<file path="src/rtl/fifo_burst_drain_ctrl.sv">
// fifo_burst_drain_ctrl: drains the async FIFO read port into fixed-length DDR write bursts with linear frame addressing
module fifo_burst_drain_ctrl #(
  parameter int DATA_W         = 64,
  parameter int LVL_W          = 11,
  parameter int ADDR_W         = 28,
  parameter int BURST_LEN      = 16,
  parameter int BYTES_PER_BEAT = 8
) (
  input  logic              clk,
  input  logic              rst_n,
  input  logic              enable,
  input  logic              flush,
  input  logic [ADDR_W-1:0] base_addr,
  output logic              fifo_rd_en,
  input  logic [DATA_W-1:0] fifo_rd_data,
  input  logic              fifo_rd_empty,
  input  logic [LVL_W-1:0]  fifo_rd_water_level,
  output logic              wr_req,
  output logic [ADDR_W-1:0] wr_addr,
  output logic [7:0]        wr_len,
  input  logic              wr_ack,
  output logic [DATA_W-1:0] wr_data,
  output logic              wr_valid,
  input  logic              wr_ready,
  output logic              wr_last,
  output logic              busy,
  output logic              frame_done
);
  typedef enum logic [1:0] {IDLE, REQ, DATA, FDONE} state_t;
  state_t            state;
  logic [8:0]        len, beats_read, beats_sent, plen;
  logic [ADDR_W-1:0] offset, frame_base, base_now;
  logic              flush_pend, started, inflight, pop;
  logic [DATA_W-1:0] q0, q1;
  logic [1:0]        count, cnt_pop;
  // a partial flush burst never exceeds a full burst even when enable is low
  assign plen       = fifo_rd_water_level < LVL_W'(BURST_LEN) ? 9'(fifo_rd_water_level) : 9'(BURST_LEN);
  assign base_now   = started ? frame_base : base_addr;
  assign busy       = state != IDLE;
  assign wr_valid   = count != 2'd0;
  assign wr_data    = q0;
  assign pop        = wr_valid && wr_ready;
  assign cnt_pop    = count - 2'(pop);
  assign wr_last    = wr_valid && (beats_sent + 9'd1 == len);
  assign fifo_rd_en = state == DATA && beats_read < len && !fifo_rd_empty &&
                      ({1'b0, count} + {2'b0, inflight}) < 3'd2;
  // two-entry skid buffer absorbing the one-cycle FIFO read latency
  always_ff @(posedge clk or negedge rst_n)
    if (!rst_n) begin
      q0       <= '0;
      q1       <= '0;
      count    <= '0;
      inflight <= 1'b0;
    end else begin
      q0       <= inflight && cnt_pop == 2'd0 ? fifo_rd_data : pop ? q1 : q0;
      q1       <= inflight && cnt_pop == 2'd1 ? fifo_rd_data : q1;
      count    <= cnt_pop + 2'(inflight);
      inflight <= fifo_rd_en;
    end
  // burst scheduler: picks full or flush bursts, issues requests, closes frames
  always_ff @(posedge clk or negedge rst_n)
    if (!rst_n) begin
      state      <= IDLE;
      len        <= '0;
      beats_read <= '0;
      beats_sent <= '0;
      offset     <= '0;
      frame_base <= '0;
      flush_pend <= 1'b0;
      started    <= 1'b0;
      wr_req     <= 1'b0;
      wr_addr    <= '0;
      wr_len     <= '0;
      frame_done <= 1'b0;
    end else begin
      started    <= 1'b1;
      if (!started) frame_base <= base_addr;
      flush_pend <= flush | (flush_pend & (state != FDONE));
      frame_done <= 1'b0;
      case (state)
        IDLE:
          if (enable && fifo_rd_water_level >= LVL_W'(BURST_LEN)) begin
            state   <= REQ;
            len     <= 9'(BURST_LEN);
            wr_req  <= 1'b1;
            wr_addr <= base_now + offset;
            wr_len  <= 8'(BURST_LEN - 1);
          end else if (flush_pend && fifo_rd_water_level != '0) begin
            state   <= REQ;
            len     <= plen;
            wr_req  <= 1'b1;
            wr_addr <= base_now + offset;
            wr_len  <= 8'(plen - 9'd1);
          end else if (flush_pend) begin
            state      <= FDONE;
            frame_done <= 1'b1;
          end
        REQ:
          if (wr_ack) begin
            state      <= DATA;
            wr_req     <= 1'b0;
            beats_read <= '0;
            beats_sent <= '0;
          end
        DATA: begin
          beats_read <= beats_read + 9'(fifo_rd_en);
          beats_sent <= beats_sent + 9'(pop);
          if (pop && wr_last) begin
            offset <= offset + ADDR_W'(len) * ADDR_W'(BYTES_PER_BEAT);
            state  <= IDLE;
          end
        end
        FDONE: begin
          offset     <= '0;
          frame_base <= base_addr;
          state      <= IDLE;
        end
        default: state <= IDLE;
      endcase
    end
endmodule

</file>
<file path="config.mk">
export PLATFORM = sky130hd
export DESIGN_NAME = fifo_burst_drain_ctrl
export DESIGN_NICKNAME = d
export VERILOG_FILES = /design/src/rtl/fifo_burst_drain_ctrl.sv
export SDC_FILE = /design/constraint.sdc
export NUM_CORES = 1
export LEC_CHECK = 0
export CAP_MARGIN = 20
export CORE_MARGIN = 3
export CORE_UTILIZATION = 40
export CTS_CLUSTER_SIZE = 12
export DETAILED_ROUTE_END_ITERATION = 10
export HOLD_SLACK_MARGIN = 0.02
export SLEW_MARGIN = 20
export SYNTH_ARGS = -nofsm -noshare
export SYNTH_HDL_FRONTEND = slang
export SYNTH_SLANG_ARGS = --single-unit
export TNS_END_PERCENT = 5
</file>
<file path="constraint.sdc">
create_clock -name clk -period 4.04 [get_ports clk]
set_input_delay 1.212 -clock clk [delete_from_list [all_inputs] [get_ports clk]]
set_output_delay 1.212 -clock clk [all_outputs]
set_load 0.01 [all_outputs]
</file>
==> impl_metrics.py <==
metrics = {
    "global_routing": {
        "largest_net_degree_at_the_start_of_global_routing": 81,
        "grt_remaining_overflow": 0,
        "busiest_layer": "met2",
        "first_global_vias": 10410,
        "number_of_antenna_violations_at_the_first_check_in_global_routing": 0,
        "aggregate_global_route_resource_usage": 0.1964,
        "met3_usage": 0.02396,
        "grtUsageMet1": 0.2753,
        "grt_pass1_wl_um": 55210,
        "met2_use_gr": 0.3306,
    },
    "power_and_ir_drop": {
        "pwr-share-clk": 0.271,
        "pwr-share-comb": 0.364,
        "leakage_nw": 7.545,
        "design_internal_power_mw": 7.240,
        "swShare": 0.3264,
        "total_switching_power_mw": 3.508,
        "power_density_nw_per_um2": 639.8,
        "ir_drop_uv": 391.3,
        "share_seq_of_total_power": 0.365,
    },
    "yosys": {
        "ys_warn_count": 0,
        "synth-async-reset-ratio": 1.000,
        "synth_flop_cell": "dfrtp_1",
        "post_synth_most_frequent_cells": "dfrtp_1 (253), nand2_1 (215), nor2_1 (192)",
        "post_synth_design_cell_area_um2": 12820,
        "synth_enable_flop_cells": 0,
        "synth_area_per_cell_um2": 9.645,
        "yosys.cell_types.count": 67,
        "sequential_element_share_of_the_synthesized_area": 0.4939,
        "post-synth-top-area-fraction": 0.4939,
        "synthMostInstantiatedCell": "dfrtp_1",
        "netlist_instances": 1329,
        "ys_ff_latch": 253,
        "postSynthNetCount": 1490,
        "ys_top_cells_by_area": "dfrtp_1 (49%), mux2_2 (8.3%), nand2_1 (6.3%), nor2_1 (5.6%), ha_1 (4.9%)",
        "yosysTopAreaCell": "dfrtp_1",
    },
    "sta": {
        "fmax_ghz": 0.2581,
        "rsz_0062_raised_after_global_routing": "no",
        "timing.slew.headroom": 0.3898,
        "tcrit_tclk_final": 0.9592,
        "timing_worst_slew_pin_value_ps": 915.3,
        "layout_setup_ws_ps": 164.8,
        "setup_viol": 0,
        "report.final.slew_viol_count": 0,
        "hold_violations": 0,
        "final.setup.tns_ps": 0,
        "final.min_clock_period_ps": 3875,
        "finClkSkew_ps": 13.88,
    },
    "route": {
        "drt_wl_total_um": 34160,
        "drcViolationCount": 0,
        "dr.pass1.iters": 5,
        "routed_wire_length_per_instance_um": 17.29,
        "dr.first_iter.drc_count": 527,
        "routed-via-count": 10580,
        "antenna_violating_nets_post_route": 0,
        "route.detailed.vias_per_inst": 5.356,
    },
    "setup_path": {
        "crit_path_top_delay_cell": "dfrtp_1",
        "cp_cell_sequence": "ha_2 -> nand2_1 -> nor3_1 -> xnor2_1 -> a2111oi_4 -> nor2b_1 -> dlygate4sd2_1",
        "timing.critical_path.to_type": "output pin",
        "timing.critical_path.slowest_cell_delay_ps": 470,
        "critical_path.startpoint_type": "flip-flop",
        "path_max_fanout": 5,
        "crit_required_ps": 2830,
        "worst-endpoint-arrival_ps": 2660,
        "worstSetupPathType": "flip-flop to output pin",
    },
    "cts": {
        "cts_sinks": 253,
        "cts_tree": "done",
        "numCtsBuffers": 29,
        "clkSlewWorstSetupHoldPaths_ps": 60,
        "clock_tree.root_cell": "clkbuf_16",
        "worstSkewPairLatency_ps": 540,
        "cts.repair_timing.setup_buffer_count": 0,
        "cts.htree.levels": 1,
        "cts_max_path_buffers": 3,
        "cts.hold.buffers_added": 0,
    },
    "outcome": {
        "status": "complete, no violations",
    },
    "worst_hold_path": {
        "timing.hold.worst.class": "flip-flop to flip-flop",
    },
    "final_layout": {
        "fin_area_um2": 16800,
        "n_antenna_cell": 0,
        "post_route_insts_no_fill": 1976,
        "postLayoutCoreUtil": 0.5407,
        "multi_input_area_um2": 6176,
        "areaGrowthSynthToFinish_pct": 31.05,
        "design.final.nets": 1718,
        "n_fill_cell": 2802,
        "drive_above_1_share": 0.1386,
        "final-seq-area_um2": 6331,
    },
    "floorplanning": {
        "die_width_um": 185.0,
        "core_um2": 31070,
        "initial_utilization": 0.4126,
        "num_io_pins": 216,
        "rows": 64,
        "fp.dieH_um": 185.0,
        "area_of_the_die_um2": 34230,
    },
    "place": {
        "detailedPlacementHpwl_um": 24230,
        "placedCellCount": 1922,
        "gp_congestion": 0.8760,
        "io_buffer_count": 215,
        "pre_cts_ws_ps": -234.1,
        "dpl_cell_area_um2": 15710,
    },
    "job": {
        "maxCapViolations": 0,
    },
}
-- layer usage --
| layer | vias up | share of wire |
|---|---|---|
| met5 | - | 0 |
| met4 | 0 | 0.017 |
| met1 | 5213 | 0.46 |
| met2 | 200 | 0.49 |
| li1 | 5134 | - |
| met3 | 37 | 0.036 |
-- worst max-delay path, delay by kind of cell (launching register included) --
| kind | cells | cell delay (ps) |
|---|---|---|
| simple gates | 3 | 500 |
| flops | 1 | 470 |
| compound gates | 1 | 390 |
| buf+inv | 1 | 350 |
| fa+ha+maj | 1 | 270 |
| xor+xnor | 1 | 130 |
-- state kept, by name, indices dropped and copies added, names as in the netlist --
register    flops
q1             64
offset         25
wr_len          8
frame_base     28
wr_req          1
frame_done      1
beats_read      9
state           2
wr_data        64
flush_pend      1
len             9
beats_sent      9
started         1
inflight        1
count           2
wr_addr        28
-- cell families (layout without fill, tap and decap cells) --
family / count (synthesis) / in the layout / synth area share
flops: 253 / 253 / 0.4939
simple gates: 517 / 517 / 0.1717
other cells: 2 / 2 / 0.0005859
mux: 98 / 98 / 0.08580
buf+inv: 92 / 343 / 0.02850
fa+ha+maj: 51 / 51 / 0.05037
xor+xnor: 44 / 44 / 0.03006
compound gates: 272 / 272 / 0.1391
-- power by group through the flow --
stage / sequential (mW) / combinational [mW] / clock (mW)
after floorplan: 4.02 / 2.05 / 0
after global placement: 3.94 / 3.89 / 0
after detailed placement: 3.97 / 3.96 / 0
after CTS: 3.93 / 3.97 / 2.99
after global routing: 4.03 / 4.34 / 3.09
final: 3.92 / 3.91 / 2.91
-- cell type report --
cell class	instances	area share
Clock buffer	43	0.05169
Multi-Input combinational cell	984	0.3676
Inverter	20	0.004469
Clock inverter	11	0.01244
Timing Repair Buffer	269	0.1574
Tap cell	396	0.02950
Sequential cell	253	0.3769
-- layout by cell type (no fill, tap or decap), types with 5 or more instances in the layout --
| cell type | instances |
|---|---|
| a211oi_1 | 10 |
| a21o_1 | 17 |
| a21oi_1 | 20 |
| a22o_1 | 12 |
| a31oi_1 | 80 |
| and2_1 | 11 |
| and3_1 | 12 |
| buf_12 | 7 |
| buf_4 | 47 |
| bufinv_16 | 6 |
| clkbuf_1 | 5 |
| clkbuf_16 | 29 |
| clkbuf_8 | 9 |
| clkdlybuf4s50_1 | 212 |
| dfrtp_1 | 253 |
| ha_1 | 49 |
| inv_1 | 19 |
| mux2_2 | 95 |
| nand2_1 | 214 |
| nand2b_1 | 6 |
| nand3_1 | 26 |
| nand4_1 | 12 |
| nor2_1 | 192 |
| nor3_1 | 7 |
| nor4_1 | 8 |
| o211ai_1 | 7 |
| o21a_1 | 7 |
| o21ai_0 | 74 |
| o21bai_1 | 6 |
| or4_1 | 5 |
| xnor2_1 | 26 |
| xor2_1 | 18 |
-- metrics by stage --
stage               hold slack, ps  power, mW
finish                       475.6      10.75
floorplan                    454.6      6.071
CTS                          480.2      10.90
detailed placement           465.3      7.929
global placement             464.3      7.827
global route                 499.9      11.47
-- repair_timing --
action / CTS / global route
setup endpoints to repair: 2 / 1
pin swaps: 1 / 1
gates resized for setup: 4 / 4
-- path summary, 6_finish.rpt --
kind	startpoint	end	slack, ps	cells past startpoint
hold reg to reg	wr_addr[1]$_DFFE_PN0P_	wr_addr[1]$_DFFE_PN0P_	480	2
setup / recovery	beats_sent[0]$_DFFE_PN0P_	wr_last	160	7
max in group asynchronous	rst_n	frame_base[13]$_DFF_PN0_	2530	2
min in group asynchronous	rst_n	wr_addr[1]$_DFFE_PN0P_	630	1
setup reg to reg	beats_read[1]$_DFFE_PN0P_	beats_read[8]$_DFFE_PN0P_	780	15
hold / removal	wr_addr[1]$_DFFE_PN0P_	wr_addr[1]$_DFFE_PN0P_	480	2
No activity file was read; power rests on OpenSTA's default activity.
